$ cat config.mk
export PLATFORM = sky130hd
export DESIGN_NAME = display_timings_tv
export DESIGN_NICKNAME = d
export VERILOG_FILES = /design/src/rtl/display_timings_tv.sv
export SDC_FILE = /design/constraint.sdc
export NUM_CORES = 1
export LEC_CHECK = 0
export BUFFER_PORTS_ARGS = -buffer_cell sky130_fd_sc_hd__buf_2
export CORE_UTILIZATION = 62
export DETAILED_ROUTE_END_ITERATION = 16
export PLACE_DENSITY = 0.86
export SETUP_SLACK_MARGIN = 0.05
export SYNTH_ARGS = -nofsm -noshare
export SYNTH_HDL_FRONTEND = slang
export SYNTH_SLANG_ARGS = --single-unit
export TNS_END_PERCENT = 50
$ cat constraint.sdc
create_clock -name clk_pix -period 3.21 [get_ports clk_pix]
set_clock_uncertainty 0.1 [all_clocks]
set_input_delay 0.1605 -clock clk_pix [delete_from_list [all_inputs] [get_ports clk_pix]]
set_output_delay 0.1605 -clock clk_pix [all_outputs]
set_load 0.01 [all_outputs]
$ cat src/rtl/display_timings_tv.sv
// Parametrised TV raster timing generator: counters, syncs, paper/border qualifiers,
// frame interrupt and flash phase, with two geometries switched at frame wrap.
module display_timings_tv #(
  parameter int unsigned CORDW     = 11,
  parameter int unsigned H_TOTAL0  = 448,
  parameter int unsigned V_TOTAL0  = 312,
  parameter int unsigned H_TOTAL1  = 456,
  parameter int unsigned V_TOTAL1  = 311,
  parameter int unsigned H_RES     = 256,
  parameter int unsigned V_RES     = 192,
  parameter int unsigned H_PAPER   = 134,
  parameter int unsigned V_PAPER   = 80,
  parameter int unsigned H_DE      = 89,
  parameter int unsigned V_DE      = 33,
  parameter int unsigned HS_STA    = 11,
  parameter int unsigned HS_LEN    = 33,
  parameter int unsigned VS_STA    = 8,
  parameter int unsigned VS_LEN    = 4,
  parameter int unsigned INT_X     = 0,
  parameter int unsigned INT_Y     = 0,
  parameter int unsigned INT_LEN   = 32,
  parameter int unsigned FLASH_DIV = 16,
  parameter int unsigned H_POL     = 1,
  parameter int unsigned V_POL     = 1
) (
  input  logic                    clk_pix,
  input  logic                    rst_n,
  input  logic                    clk_en,
  input  logic                    mode,
  output logic                    mode_act,
  output logic                    hsync,
  output logic                    vsync,
  output logic                    csync,
  output logic                    de,
  output logic                    screen,
  output logic                    border,
  output logic                    frame,
  output logic                    line,
  output logic                    int_n,
  output logic                    flash,
  output logic signed [CORDW-1:0] sx,
  output logic signed [CORDW-1:0] sy
);

  localparam int unsigned IW = $clog2(INT_LEN + 1);
  localparam int unsigned FW = $clog2(FLASH_DIV + 1);

  localparam logic [CORDW-1:0] HT0_M1 = CORDW'(H_TOTAL0 - 1);
  localparam logic [CORDW-1:0] VT0_M1 = CORDW'(V_TOTAL0 - 1);
  localparam logic [CORDW-1:0] HT1_M1 = CORDW'(H_TOTAL1 - 1);
  localparam logic [CORDW-1:0] VT1_M1 = CORDW'(V_TOTAL1 - 1);
  localparam logic [CORDW-1:0] HP_S   = CORDW'(H_PAPER);
  localparam logic [CORDW-1:0] HP_E   = CORDW'(H_PAPER + H_RES);
  localparam logic [CORDW-1:0] VP_S   = CORDW'(V_PAPER);
  localparam logic [CORDW-1:0] VP_E   = CORDW'(V_PAPER + V_RES);
  localparam logic [CORDW-1:0] HDE_S  = CORDW'(H_DE);
  localparam logic [CORDW-1:0] VDE_S  = CORDW'(V_DE);
  localparam logic [CORDW-1:0] HS_S   = CORDW'(HS_STA);
  localparam logic [CORDW-1:0] HS_E   = CORDW'(HS_STA + HS_LEN);
  localparam logic [CORDW-1:0] VS_S   = CORDW'(VS_STA);
  localparam logic [CORDW-1:0] VS_E   = CORDW'(VS_STA + VS_LEN);
  localparam logic [CORDW-1:0] INT_XC = CORDW'(INT_X);
  localparam logic [CORDW-1:0] INT_YC = CORDW'(INT_Y);
  localparam logic             HPOL   = (H_POL != 0);
  localparam logic             VPOL   = (V_POL != 0);

  logic [CORDW-1:0] x, y, x_nx, y_nx, ht_m1, vt_m1;
  logic             last_x, last_y, wrap, hs_act, vs_act, de_c, screen_c, int_hit;
  logic [IW-1:0]    int_cnt, int_cnt_nx;
  logic [FW-1:0]    fcnt;

  // Next raster position and combinational qualifiers for the current position.
  always_comb begin
    ht_m1      = mode_act ? HT1_M1 : HT0_M1;
    vt_m1      = mode_act ? VT1_M1 : VT0_M1;
    last_x     = (x == ht_m1);
    last_y     = (y == vt_m1);
    wrap       = last_x && last_y;
    x_nx       = last_x ? '0 : x + CORDW'(1);
    y_nx       = y;
    if (last_x) y_nx = last_y ? '0 : y + CORDW'(1);
    hs_act     = (x >= HS_S) && (x < HS_E);
    vs_act     = (y >= VS_S) && (y < VS_E);
    de_c       = (x >= HDE_S) && (y >= VDE_S);
    screen_c   = (x >= HP_S) && (x < HP_E) && (y >= VP_S) && (y < VP_E);
    int_hit    = (x == INT_XC) && (y == INT_YC);
    int_cnt_nx = '0;
    if (int_hit)             int_cnt_nx = IW'(INT_LEN);
    else if (int_cnt != '0)  int_cnt_nx = int_cnt - IW'(1);
  end

  always_ff @(posedge clk_pix) begin
    if (!rst_n) begin
      x        <= '0;
      y        <= '0;
      mode_act <= mode;
      hsync    <= ~HPOL;
      vsync    <= ~VPOL;
      csync    <= 1'b1;
      de       <= 1'b0;
      screen   <= 1'b0;
      border   <= 1'b0;
      frame    <= 1'b0;
      line     <= 1'b0;
      int_n    <= 1'b1;
      flash    <= 1'b0;
      sx       <= '0;
      sy       <= '0;
      int_cnt  <= '0;
      fcnt     <= '0;
    end else if (clk_en) begin
      x        <= x_nx;
      y        <= y_nx;
      if (wrap) mode_act <= mode;
      hsync    <= HPOL ? hs_act : ~hs_act;
      vsync    <= VPOL ? vs_act : ~vs_act;
      csync    <= ~(hs_act ^ vs_act);
      de       <= de_c;
      screen   <= screen_c;
      border   <= de_c && !screen_c;
      frame    <= (x == '0) && (y == '0);
      line     <= (x == '0);
      sx       <= x - HP_S;
      sy       <= y - VP_S;
      int_cnt  <= int_cnt_nx;
      int_n    <= (int_cnt_nx == '0);
      // Flash phase flips on every FLASH_DIV-th frame event.
      if ((x == '0) && (y == '0)) begin
        if (fcnt == FW'(FLASH_DIV - 1)) begin
          fcnt  <= '0;
          flash <= ~flash;
        end else begin
          fcnt  <= fcnt + FW'(1);
        end
      end
    end
  end

endmodule

==> flow_metrics.tcl <==
set metrics [dict create \
    io_pins 37 \
    ir_drop_mv 0.2794 \
    fillCellCount 417 \
    synth_area_leaders "dfxtp_1 (38%), ha_1 (6.5%), nor2_1 (5.7%)" \
    post-route-period-util_pct 77.73 \
    insertion_delay_ns 0.34 \
    synth_flop_cell "dfxtp_1" \
    layout_min_cycle_time_ns 2.495 \
    core.rowCount 26 \
    start_util_pct 65.84 \
    status "finished, final reports clean" \
    slew_headroom_pct 52.87 \
    synth_mux_area_share_pct 4.173 \
    tightest_slew_ns 0.7062 \
    syn_area_um2 3448 \
    clock_sinks 66 \
    maxSlewViolCount 0 \
    synth_simple_gate_area_share_pct 24.85 \
    cts-resized-gates 0 \
    h-tree-depth 3 \
    cts_root_buf "clkbuf_8" \
    routabilityCongestion 0.8933 \
    layout.nets 446 \
    vias_per_cell 5.926 \
    yosysTopAreaCell "dfxtp_1" \
    synth.top_cell.area_share_pct 37.74 \
    grt.total_usage_pct 27.92 \
    area_delta_synth_final_pct 10.23 \
    fmax_mhz 400.8 \
    hold_viol 0 \
    min-delay-start "rst_n" \
    yosysWarnings 0 \
    async_reset_ff_share_pct 0 \
    firstDrtPassIters 4 \
    port_buffers 36 \
    final_cell_mix "dfxtp_1 (65), nor2_1 (52), buf_2 (36)" \
    cap_violations 0 \
    placedCellCount 482 \
    ff_latch_area_um2 1331 \
    ant_nets 0 \
    syn_area_per_cell_um2 8.664 \
    cts_tree "built" \
    cts_hold_buf 1 \
    grt_pass1_wl_mm 12.92 \
    cts.clk_slew.worst_paths_ns 0.07 \
    synth_cell_type_count 57 \
    synth-compound-area-share_pct 12.88 \
    finalSetupViolCount 0 \
    stdcell_count 498 \
    numCtsBuffers 9 \
    worst_path_largest_cell_delay_ns 0.50 \
    cts_buffer_depth 2 \
    dieHeight_um 76.58 \
    drive_above_1_share_pct 16.59 \
    setup_tns_ns 0 \
    die_width_um 76.58 \
    ys_ff_latch 66 \
    arrival_ns 2.39 \
    synth_edf_count 1 \
    multi_input_area_um2 1951 \
    grt_overflow 0 \
    antenna_cells 0 \
    r2r_start "x[0]" \
    syn_nets 420 \
    crit_required_ns 3.10 \
    rsz0062_at_grt "no" \
    cp-start-kind "flop" \
    fp.dieArea_um2 5864 \
    grt_pass1_vias 2785 \
    drc 0 \
    critPathLaunch "x[0]" \
    min_path_type "input port to flop" \
    synth_cells 398 \
    antenna_found_initial 0 \
    critPathMaxFanout 10 \
    layout_commonest_cell "dfxtp_1" \
    wirelength_mm 7.606 \
    synth-seq-area-share_pct 38.61 \
    drtIter0Drc 185 \
    post-cts-setup-buffers 0 \
    synth_adder_area_share_pct 6.531 \
    power_leakage_nw 1.587 \
    crit_type "flop to flop" \
    crit_path_end_kind "flop" \
    crit_chain "ha_1 > nand4_1 > nor2_1 > nand3_1 > o21ai_2" \
    core_um2 5238 \
    grt_max_degree 38 \
    hpwlAfterDp_mm 5.280 \
    wl_per_cell_um 15.27 \
    synth-xor-area-share_pct 8.128 \
    synth_top_family_by_area "simple AND/OR/NAND/NOR gates" \
    vias 2951 \
    power_density_nw_per_um2 434.7 \
    critical-path-slowest-cell "dfxtp_1" \
]
==> report_power, final <==
part | internal, W | switching [W]
clock | 0.000314 | 0.000298
sequential | 0.000850 | 0.0000244
combinational | 0.0000674 | 0.0000984
total | 0.00123 | 0.000421
==> cell usage after synthesis, types with 3 or more instances <==
cell type	count
nor2_1	52
a21oi_1	21
nand2_1	28
nor3_1	13
xor2_1	18
or3_1	5
buf_2	4
mux2i_1	11
nor2b_1	5
inv_1	14
and3_1	4
dfxtp_1	65
xnor2_1	14
clkbuf_1	15
nand4_1	12
nand3_1	14
o21ai_0	9
mux2_2	3
nor4_1	4
o21a_1	5
o31ai_1	3
and2_1	6
a211oi_1	8
ha_1	18
==> state kept, by name, summed over array words and instances (netlist names), 5 cells and up <==
signal	flops
fcnt	5
int_cnt	6
sx	11
sy	11
x	11
y	11
==> cells by family after synthesis <==
kind of cell / after synthesis
xor+xnor: 32
simple gates: 164
fa+ha+maj: 18
buf+inv: 39
mux: 14
compound gates: 65
flops: 66
==> metrics by stage <==
| stage | power, W | area, um^2 | util, % | hold WS, ns | worst slack, ns |
|---|---|---|---|---|---|
| 6_report | 0.001653 | 3801 | 72.58 | 0.07295 | 0.7148 |
| 3_5_place_dp | 0.001055 | 3621 | 69.14 | 0.2386 | 0.7993 |
| 5_1_grt | 0.001714 | 3801 | 72.58 | 0.1064 | 0.5502 |
| 3_3_place_gp | 0.001047 | 3621 | 69.14 | 0.2450 | 0.9363 |
| 2_1_floorplan | 0.001006 | 3448 | - | 0.1594 | 1.154 |
| 4_1_cts | 0.001659 | 3801 | 72.58 | 0.06381 | 0.7660 |
==> critical path, delay by kind of cell, from the launching register on <==
| family | cells | cell delay, ns |
|---|---|---|
| flip-flops | 1 | 0.50 |
| adder cells (fa/ha/maj) | 1 | 0.27 |
| AND/OR/NAND/NOR | 3 | 0.83 |
| AO/OA/AOI/OAI | 1 | 0.45 |
==> layer usage <==
metal / global-route usage [%] / share of wire, % / up-vias
li1: - / - / 1448
met4: 13.85 / 2.2 / 0
met1: 35.18 / 45 / 1386
met5: 0 / 0 / -
met2: 46.22 / 47 / 101
met3: 4.431 / 5.4 / 16
==> final timing paths <==
path / to / slack, ns / depth (start not counted)
setup reg to reg: mode_act / 0.71 / 5
hold reg to reg: sy[2] / 0.36 / 2
setup / recovery: mode_act / 0.71 / 5
hold / removal: int_n / 0.07 / 2
==> area by class of cell <==
cell class | instances | share of cell area, %
clock buffer | 12 | 4.082
multi-input combinational | 293 | 51.32
inverter | 15 | 1.481
sequential | 66 | 35.02
tap | 70 | 2.304
timing repair buffer | 39 | 5.398
clock inverter | 3 | 0.3950
No activity file was read; power rests on OpenSTA's default activity.
